$ cat config.mk
export PLATFORM = sky130hd
export DESIGN_NAME = duration_meter
export DESIGN_NICKNAME = d
export VERILOG_FILES = /design/src/rtl/duration_meter.sv
export SDC_FILE = /design/constraint.sdc
export NUM_CORES = 1
export LEC_CHECK = 0
export ABC_AREA = 0
export ABC_CLOCK_PERIOD_IN_PS = 3450
export BUFFER_PORTS_ARGS = -buffer_cell sky130_fd_sc_hd__buf_2
export CORE_MARGIN = 5
export CORE_UTILIZATION = 63
export DETAILED_ROUTE_END_ITERATION = 6
export HOLD_SLACK_MARGIN = 0.06
export PLACE_DENSITY = 0.85
export SETUP_SLACK_MARGIN = 0.5
export SLEW_MARGIN = 10
export SYNTH_ARGS = -nofsm -noshare
export SYNTH_HDL_FRONTEND = slang
export SYNTH_SLANG_ARGS = --single-unit
$ cat constraint.sdc
create_clock -name clock -period 3.45 [get_ports clock]
set_input_delay 0.69 -clock clock [delete_from_list [all_inputs] [get_ports clock]]
set_output_delay 0.69 -clock clock [all_outputs]
set_load 0.02 [all_outputs]
$ cat src/rtl/duration_meter.sv
// Measures the period and high time of an asynchronous input in clock cycles,
// publishing both on every rising edge once a full period has been observed.
module duration_meter #(
    parameter int unsigned SYNC_STAGES = 2,
    parameter logic [31:0] TIMEOUT     = 32'd1000000
) (
    input  logic        clock,
    input  logic        reset,
    input  logic        d,
    output logic [31:0] q,
    output logic [31:0] duty_cycle
);
    localparam int unsigned      CNT_W   = 32;
    localparam logic [CNT_W-1:0] CNT_MAX = '1;

    logic [SYNC_STAGES-1:0] sync_q;
    logic                   ds;
    logic                   ds_d;
    logic                   rise;
    logic                   timeout_hit;
    logic                   armed;
    logic                   armed_nxt;
    logic [CNT_W-1:0]       per_cnt;
    logic [CNT_W-1:0]       high_cnt;
    logic [CNT_W-1:0]       per_inc;
    logic [CNT_W-1:0]       high_inc;
    logic [CNT_W-1:0]       per_cnt_nxt;
    logic [CNT_W-1:0]       high_cnt_nxt;
    logic [CNT_W-1:0]       q_nxt;
    logic [CNT_W-1:0]       duty_nxt;

    // Input synchronizer plus one-cycle history for edge detection
    always_ff @(posedge clock or negedge reset) begin
        if (!reset) begin
            sync_q <= '0;
            ds_d   <= 1'b0;
        end else begin
            sync_q <= {sync_q[SYNC_STAGES-2:0], d};
            ds_d   <= ds;
        end
    end

    assign ds   = sync_q[SYNC_STAGES-1];
    assign rise = ds & ~ds_d;

    // Saturating increments so a stalled input never wraps back into range
    assign per_inc  = (per_cnt == CNT_MAX) ? per_cnt : per_cnt + CNT_W'(1);
    assign high_inc = (!ds || high_cnt == CNT_MAX) ? high_cnt : high_cnt + CNT_W'(1);

    // Only an armed block can time out, so the clear fires once per stall
    assign timeout_hit = (TIMEOUT != 32'd0) && armed && (per_cnt == TIMEOUT);

    // Next-state: a rise wins over a coincident timeout
    always_comb begin
        per_cnt_nxt  = per_inc;
        high_cnt_nxt = high_inc;
        armed_nxt    = armed;
        q_nxt        = q;
        duty_nxt     = duty_cycle;
        if (rise) begin
            if (armed) begin
                q_nxt    = per_cnt;
                duty_nxt = high_cnt;
            end
            per_cnt_nxt  = CNT_W'(1);
            high_cnt_nxt = CNT_W'(1);
            armed_nxt    = 1'b1;
        end else if (timeout_hit) begin
            q_nxt     = '0;
            duty_nxt  = '0;
            armed_nxt = 1'b0;
        end
    end

    always_ff @(posedge clock or negedge reset) begin
        if (!reset) begin
            per_cnt    <= '0;
            high_cnt   <= '0;
            armed      <= 1'b0;
            q          <= '0;
            duty_cycle <= '0;
        end else begin
            per_cnt    <= per_cnt_nxt;
            high_cnt   <= high_cnt_nxt;
            armed      <= armed_nxt;
            q          <= q_nxt;
            duty_cycle <= duty_nxt;
        end
    end

endmodule

==> flow_metrics.py, run 1 <==
metrics = {
    "outcome": {
        "outcome": "finished clean",
    },
    "placement": {
        "dp.final_hpwl_mm": 9.96,
        "numPortBuffers": 66,
        "globalplace.congestion": 0.851,
    },
    "logic_synthesis": {
        "synth_async_sr_flop_share_pct": 100,
        "syn_area_mm2": 0.00614,
        "synth_cell_type_count": 53,
        "netlist_instances": 576,
        "avgSynthCellArea_um2": 10.7,
        "seq_cells_post_synth": 132,
        "synthesis.yosys.warnings": 0,
        "synth_edf_count": 0,
        "synth_nets": 582,
        "synth-seq-area-share_pct": 53.8,
        "synthFlopType": "dfrtp_1",
    },
    "route": {
        "drc_errors": 0,
        "via_count": 5143,
        "detail_route.iter0.violations": 360,
        "route.final.wire_length_mm": 15.3,
        "firstDrtPassIters": 5,
        "antenna_left": 0,
        "vias_per_cell": 6.60,
        "wl_per_cell_um": 19.7,
    },
    "critical_path": {
        "cpMaxStageDelayCell": "dfrtp_1",
        "critPathArrivalTime_ps": 3120,
        "setup.worst_path.class": "reg2reg",
        "crit_path_cell_trace": "nand2_1 > nor4_1 > a31o_2 > mux2_2",
        "cp_slowest_stage_delay_ps": 740,
        "regToRegStartpoint": "ds_d$_DFF_PN0_",
        "worst-path-max-fanout": 36,
        "worst_ep_required_ps": 3860,
        "rrSetupSlack_ps": 740,
        "worstSetupEndpoint": "high_cnt[0]$_DFFE_PN0P_",
        "start_kind": "register",
        "crit_path_start": "ds_d$_DFF_PN0_",
        "worstRegToRegCells": 4,
        "cp-end-kind": "register",
        "reg2reg_to": "high_cnt[0]$_DFFE_PN0P_",
    },
    "floorplan": {
        "design.core.area_mm2": 0.00964,
        "boundaryPins": 67,
        "floorplan.initialDensity_pct": 63.7,
        "die-area_mm2": 0.0118,
        "vert_die_dim_um": 109,
        "floorplan.rows": 36,
        "die_x_um": 109,
    },
    "timing": {
        "slew_headroom_pct": 40.3,
        "finalSetupViolations": 0,
        "finClkSkew_ps": 9.33,
        "max_freq_mhz": 369,
        "setup_repair_after_global_routing_missed_its_margin": "false",
        "finalCritPeriodShare_pct": 78.5,
        "finalMaxSlewViolations": 0,
        "fin_tns_setup_ps": 0,
        "final.min_clock_period_ps": 2710,
        "final_hold_viol_count": 0,
        "worst-slew-pin-transition_ps": 892,
    },
    "clock_network": {
        "tritoncts": "built",
        "ctsResizeCount": 0,
        "tritoncts_num_sinks": 132,
        "max-clock-path-buffers": 2,
        "clock_insertion_delay_at_the_later_pin_of_the_skew_report_ps": 530,
        "ctsHoldBuffers": 0,
        "buffer_cell_driving_the_clock_tree_root": "clkbuf_8",
        "cts_buffers": 17,
        "cts.reportedPaths.clkPinSlew_ps": 60,
        "cts_max_level": 4,
        "post-cts-setup-buffers": 0,
    },
    "final_layout": {
        "num_antenna_cells": 0,
        "drive_gt1_share_pct": 19.0,
        "area_growth_pct": 17.4,
        "finalNetCount": 639,
    },
    "power": {
        "total_power_mw": 3.86,
        "total_leakage_power_nw": 3.33,
        "total_switching_power_mw": 1.01,
        "sequentialPowerShare_pct": 44.0,
        "power_switching_share_pct": 26.1,
        "share_comb_of_total_power_pct": 8.5,
        "ir_worst_vdd_mv": 0.276,
        "clock_power_share_pct": 47.5,
        "internal_power_mw": 2.85,
        "power.density_mw_per_mm2": 535,
    },
    "worst_hold_path": {
        "worstHoldPathType": "in2async",
    },
    "global_routing": {
        "grt.overflow.total": 0,
        "initial_antenna_violation_count": 0,
        "first_global_vias": 5084,
        "first_pass_grt_wire_length_mm": 25.8,
        "grt_use_total_pct": 27.9,
        "grt_max_degree": 56,
    },
    "job": {
        "cap_viol_max_count": 0,
    },
}
==> power groups by stage <==
| stage | sequential [mW] | clock [mW] | combinational (mW) |
|---|---|---|---|
| after global placement | 1.72 | 0 | 0.314 |
| after detailed placement | 1.73 | 0 | 0.328 |
| final | 1.70 | 1.83 | 0.329 |
| after floorplan | 1.74 | 0 | 0.179 |
| after global routing | 1.71 | 1.92 | 0.362 |
| after CTS | 1.70 | 1.84 | 0.334 |
==> synthesized netlist by cell type, types with 3 or more instances <==
cell type  count  area share (%)
dfrtp_1      132              54
a22o_1        82              12
nand2_1       45             2.7
clkbuf_1      31             1.9
nor2_1        27             1.6
nand4_1       25             2.5
o21ai_0       24             2.0
nand3_1       22             1.8
inv_1         17             1.0
nor3_1        12            0.98
nor4_1        12             1.2
o31ai_1       12             1.5
or3_1         12             1.2
a21oi_1       10            0.81
or4_1          9             1.1
nand2b_1       8            0.81
mux2_2         7             1.3
and3_1         6            0.61
nor4b_1        6            0.86
o211ai_1       6            0.73
xnor2_1        5            0.71
xor2_1         5            0.71
and4_1         4            0.57
buf_2          4            0.33
mux2i_1        4            0.65
o311ai_0       4            0.57
o31a_1         4            0.57
a31oi_1        3            0.31
ha_1           3            0.61
o21a_1         3            0.37
==> metrics by stage <==
step	setup slack, ps	std cells	util, %	hold WS [ps]	area (µm²)
after floorplan	1200	576	-	331	6140
after global placement	882	747	68.5	380	6610
after detailed placement	867	747	68.5	373	6610
after CTS	821	779	74.8	221	7210
after global routing	594	779	74.8	246	7210
final	742	779	74.8	202	7210
==> registers in the layout, summed over array words and instances, names as in the netlist <==
signal      cells
per_cnt        32
duty_cycle     32
sync_q          2
armed           1
high_cnt       32
q              32
ds_d            1
==> logic make-up after synthesis <==
family          Yosys count  share of synthesized area (%)
simple gates            199                           17.6
compound gates          166                           21.1
flops                   132                           53.8
buf+inv                  55                           3.56
mux                      11                           1.93
xor+xnor                 10                           1.43
fa+ha+maj                 3                          0.611
==> layout make-up <==
cell class / count / area [µm²]
flip-flops and latches: 132 / 3300
repair buffers: 76 / 433
multi-input cells: 389 / 2640
clock buffers: 18 / 428
well taps: 133 / 166
inverters: 17 / 63.8
clock inverters: 14 / 176
fillers: 683 / 2430
==> cell usage in the layout (no fill, tap or decap), types with 5 or more instances in the layout <==
| cell | Yosys | layout |
|---|---|---|
| dfrtp_1 | 132 | 132 |
| a22o_1 | 82 | 82 |
| buf_2 | 4 | 65 |
| nand2_1 | 45 | 45 |
| nor2_1 | 27 | 26 |
| nand4_1 | 25 | 25 |
| o21ai_0 | 24 | 24 |
| nand3_1 | 22 | 22 |
| inv_1 | 17 | 17 |
| clkbuf_16 | 0 | 16 |
| nor4_1 | 12 | 12 |
| nor3_1 | 12 | 12 |
| or3_1 | 12 | 12 |
| o31ai_1 | 12 | 12 |
| a21oi_1 | 10 | 10 |
| or4_1 | 9 | 9 |
| buf_4 | 0 | 9 |
| nand2b_1 | 8 | 8 |
| mux2_2 | 7 | 7 |
| nor4b_1 | 6 | 6 |
| and3_1 | 6 | 6 |
| o211ai_1 | 6 | 6 |
| xnor2_1 | 5 | 5 |
| xor2_1 | 5 | 5 |
==> worst min path at each step <==
stage                        startpoint  cells past startpoint                endpoint
floorplan           sync_q[0]$_DFF_PN0_                      0     sync_q[1]$_DFF_PN0_
global placement    sync_q[0]$_DFF_PN0_                      0     sync_q[1]$_DFF_PN0_
detailed placement  sync_q[0]$_DFF_PN0_                      0     sync_q[1]$_DFF_PN0_
CTS                               reset                      1  per_cnt[9]$_DFFE_PN0P_
global route                      reset                      1        q[8]$_DFFE_PN0P_
finish                            reset                      1  per_cnt[9]$_DFFE_PN0P_
==> metal layers <==
metal	routed length [µm]	GRT usage, %	part of all wire [%]
met5	0	0	0
met4	223	9.56	1.5
met3	733	5.33	4.8
met2	7910	47.6	52
met1	6480	35.9	42
==> worst max-delay path, delay by kind of cell (launching register included) <==
kind	cells	cell delay, ps
AO/OA/AOI/OAI	1	730
flip-flops	1	740
AND/OR/NAND/NOR	2	680
multiplexers	1	410
No activity file was read; power rests on OpenSTA's default activity.
==> run 2: changes to the inputs <==
--- a/config.mk
+++ b/config.mk
@@ -6,13 +6,13 @@
 export NUM_CORES = 1
 export LEC_CHECK = 0
 export ABC_AREA = 0
-export ABC_CLOCK_PERIOD_IN_PS = 3450
+export ABC_CLOCK_PERIOD_IN_PS = 2450
 export BUFFER_PORTS_ARGS = -buffer_cell sky130_fd_sc_hd__buf_2
 export CORE_MARGIN = 5
-export CORE_UTILIZATION = 63
+export CORE_UTILIZATION = 53
 export DETAILED_ROUTE_END_ITERATION = 6
 export HOLD_SLACK_MARGIN = 0.06
-export PLACE_DENSITY = 0.85
+export PLACE_DENSITY = 0.76
 export SETUP_SLACK_MARGIN = 0.5
 export SLEW_MARGIN = 10
 export SYNTH_ARGS = -nofsm -noshare
==> constraint.sdc (replaced) <==
create_clock -name clock -period 2.45 [get_ports clock]
set_input_delay 0.49 -clock clock [delete_from_list [all_inputs] [get_ports clock]]
set_output_delay 0.49 -clock clock [all_outputs]
set_load 0.02 [all_outputs]
==> flow_metrics.py, run 2 (same netlist as run 1, synthesis figures left out) <==
metrics = {
    "clock_network": {
        "max-clock-path-buffers": 2,
        "cts.reportedPaths.clkPinSlew_ps": 60,
        "cts_buffers": 17,
        "cts_max_level": 4,
        "buffer_cell_driving_the_clock_tree_root": "clkbuf_16",
        "tritoncts_num_sinks": 132,
        "clock_insertion_delay_at_the_later_pin_of_the_skew_report_ps": 430,
        "tritoncts": "built",
    },
    "critical_path": {
        "rrSetupSlack_ps": 380,
        "worst_path_dominant_cell_family": "simple AND/OR/NAND/NOR gates",
        "cpMaxStageDelayCell": "or4_4",
        "worst-path-max-fanout": 7,
        "cp-end-kind": "register",
        "start_kind": "register",
        "cp_slowest_stage_delay_ps": 470,
        "setup.worst_path.class": "reg2reg",
        "worst_ep_required_ps": 2730,
        "count_of_buffer_and_inverter_cells_on_the_critical_path": 2,
        "crit_path_cell_trace": "nand4_1 > or4_4 > buf_4 > nor3_4 > buf_6 > o311ai_0 > o41ai_1",
        "critPathArrivalTime_ps": 2350,
    },
    "power": {
        "power.density_mw_per_mm2": 691,
        "ir_worst_vdd_mv": 0.561,
        "total_leakage_power_nw": 3.80,
        "total_power_mw": 5.64,
    },
    "floorplan": {
        "floorplan.rows": 39,
        "boundaryPins": 67,
        "floorplan.initialDensity_pct": 54.0,
        "vert_die_dim_um": 118,
        "design.core.area_mm2": 0.0114,
        "die_x_um": 118,
        "die-area_mm2": 0.0138,
    },
    "global_routing": {
        "first_pass_grt_wire_length_mm": 26.6,
        "initial_antenna_violation_count": 0,
        "grt_use_total_pct": 23.2,
        "grt_max_degree": 52,
        "grt.overflow.total": 0,
        "first_global_vias": 5404,
    },
    "final_layout": {
        "most-common-layout-cells": "dfrtp_1, a22o_1, buf_4, buf_2, nand2_1",
        "drive_gt1_share_pct": 37.5,
        "multi_input_comb_area_mm2": 0.00288,
        "fin_area_mm2": 0.00816,
        "num_antenna_cells": 0,
        "finalCoreUtilization_pct": 71.8,
        "finalNetCount": 718,
        "final-seq-area_mm2": 0.00335,
        "most_common_cell_after_layout_fill_and_taps_aside": "dfrtp_1",
        "area_growth_pct": 32.8,
        "n_fill_cell": 774,
    },
    "timing": {
        "max_freq_mhz": 483,
        "worst-slew-pin-transition_ps": 626,
        "finClkSkew_ps": 4.48,
        "finalSetupViolations": 0,
        "finalMaxSlewViolations": 0,
        "setup_repair_after_global_routing_missed_its_margin": "true",
        "finalCritPeriodShare_pct": 84.5,
        "fin_tns_setup_ps": 0,
        "slew_headroom_pct": 58.3,
        "final_hold_viol_count": 0,
        "final.min_clock_period_ps": 2070,
        "fin_worst_hold_slack_ps": 81.3,
    },
    "worst_hold_path": {
        "worstHoldPathType": "in2async",
    },
    "placement": {
        "dp.final_hpwl_mm": 9.74,
        "numPortBuffers": 66,
        "dpl-instance-area_mm2": 0.00677,
        "globalplace.congestion": 0.860,
    },
    "route": {
        "antenna_left": 0,
        "route.final.wire_length_mm": 17.2,
        "vias_per_cell": 6.41,
        "detail_route.iter0.violations": 389,
        "wl_per_cell_um": 19.8,
        "via_count": 5567,
        "firstDrtPassIters": 5,
        "drc_errors": 0,
    },
    "job": {
        "cap_viol_max_count": 0,
    },
    "outcome": {
        "outcome": "finished clean",
    },
}
-- run 2: changes by cell type in the layout (fill, tap and decap cells not counted), moves of 6 or more --
cell     previous run  this run
nor4_1             12         6
dfrtp_2             0        36
dfrtp_1           132        96
buf_4               9        80
-- run 2: path summary, 6_finish.rpt --
path | endpoint | depth (start not counted) | startpoint
max in group asynchronous | high_cnt[13]$_DFFE_PN0P_ | 2 | reset
worst max register to register | per_cnt[9]$_DFFE_PN0P_ | 7 | per_cnt[15]$_DFFE_PN0P_
min in group clock | sync_q[0]$_DFF_PN0_ | 1 | d
worst min register to register | sync_q[1]$_DFF_PN0_ | 0 | sync_q[0]$_DFF_PN0_
worst min-delay path | q[8]$_DFFE_PN0P_ | 1 | reset
worst max-delay path | per_cnt[9]$_DFFE_PN0P_ | 7 | per_cnt[15]$_DFFE_PN0P_
-- run 2: stage by stage --
stage	instances	worst slack, ps
after floorplan	576	269
after CTS	831	460
final	868	380
after global placement	771	299
after global routing	868	293
after detailed placement	771	203
-- run 2: repair_timing --
action / 4_1_cts / 5_1_grt
hold buffers: 0 / 0
gates cloned: 1 / 1
endpoints found under the setup margin: 114 / 114
setup buffers: 27 / 36
resized for setup: 36 / 57
pin swaps: 12 / 9
-- run 2: power breakdown --
group	total (mW)	internal (mW)	switching [mW]
logic	0.621	0.237	0.384
clock network	2.63	1.68	0.953
registers	2.39	2.28	0.101
-- run 2: area by class of cell --
cell class	instances	area share, %
clock buffers	20	5.72
well taps	143	2.19
multi-input cells	390	35.3
clock inverters	12	1.89
inverters	17	0.782
repair buffers	154	13.1
flip-flops and latches	132	41.0
-- run 2: routing by layer --
layer	up-vias	global-route usage [%]	share of wire, %
li1	2500	-	-
met1	2783	27.9	41
met2	232	39.4	51
met3	52	6.25	5.4
met4	0	9.68	2.9
met5	-	0	0
-- run 2: worst reg2reg max path, stage by stage, from the launching register on --
cell	delay (ps)
dfrtp_1	430
nand4_1	210
or4_4	470
buf_4	190
nor3_4	180
buf_6	170
o311ai_0	150
o41ai_1	130
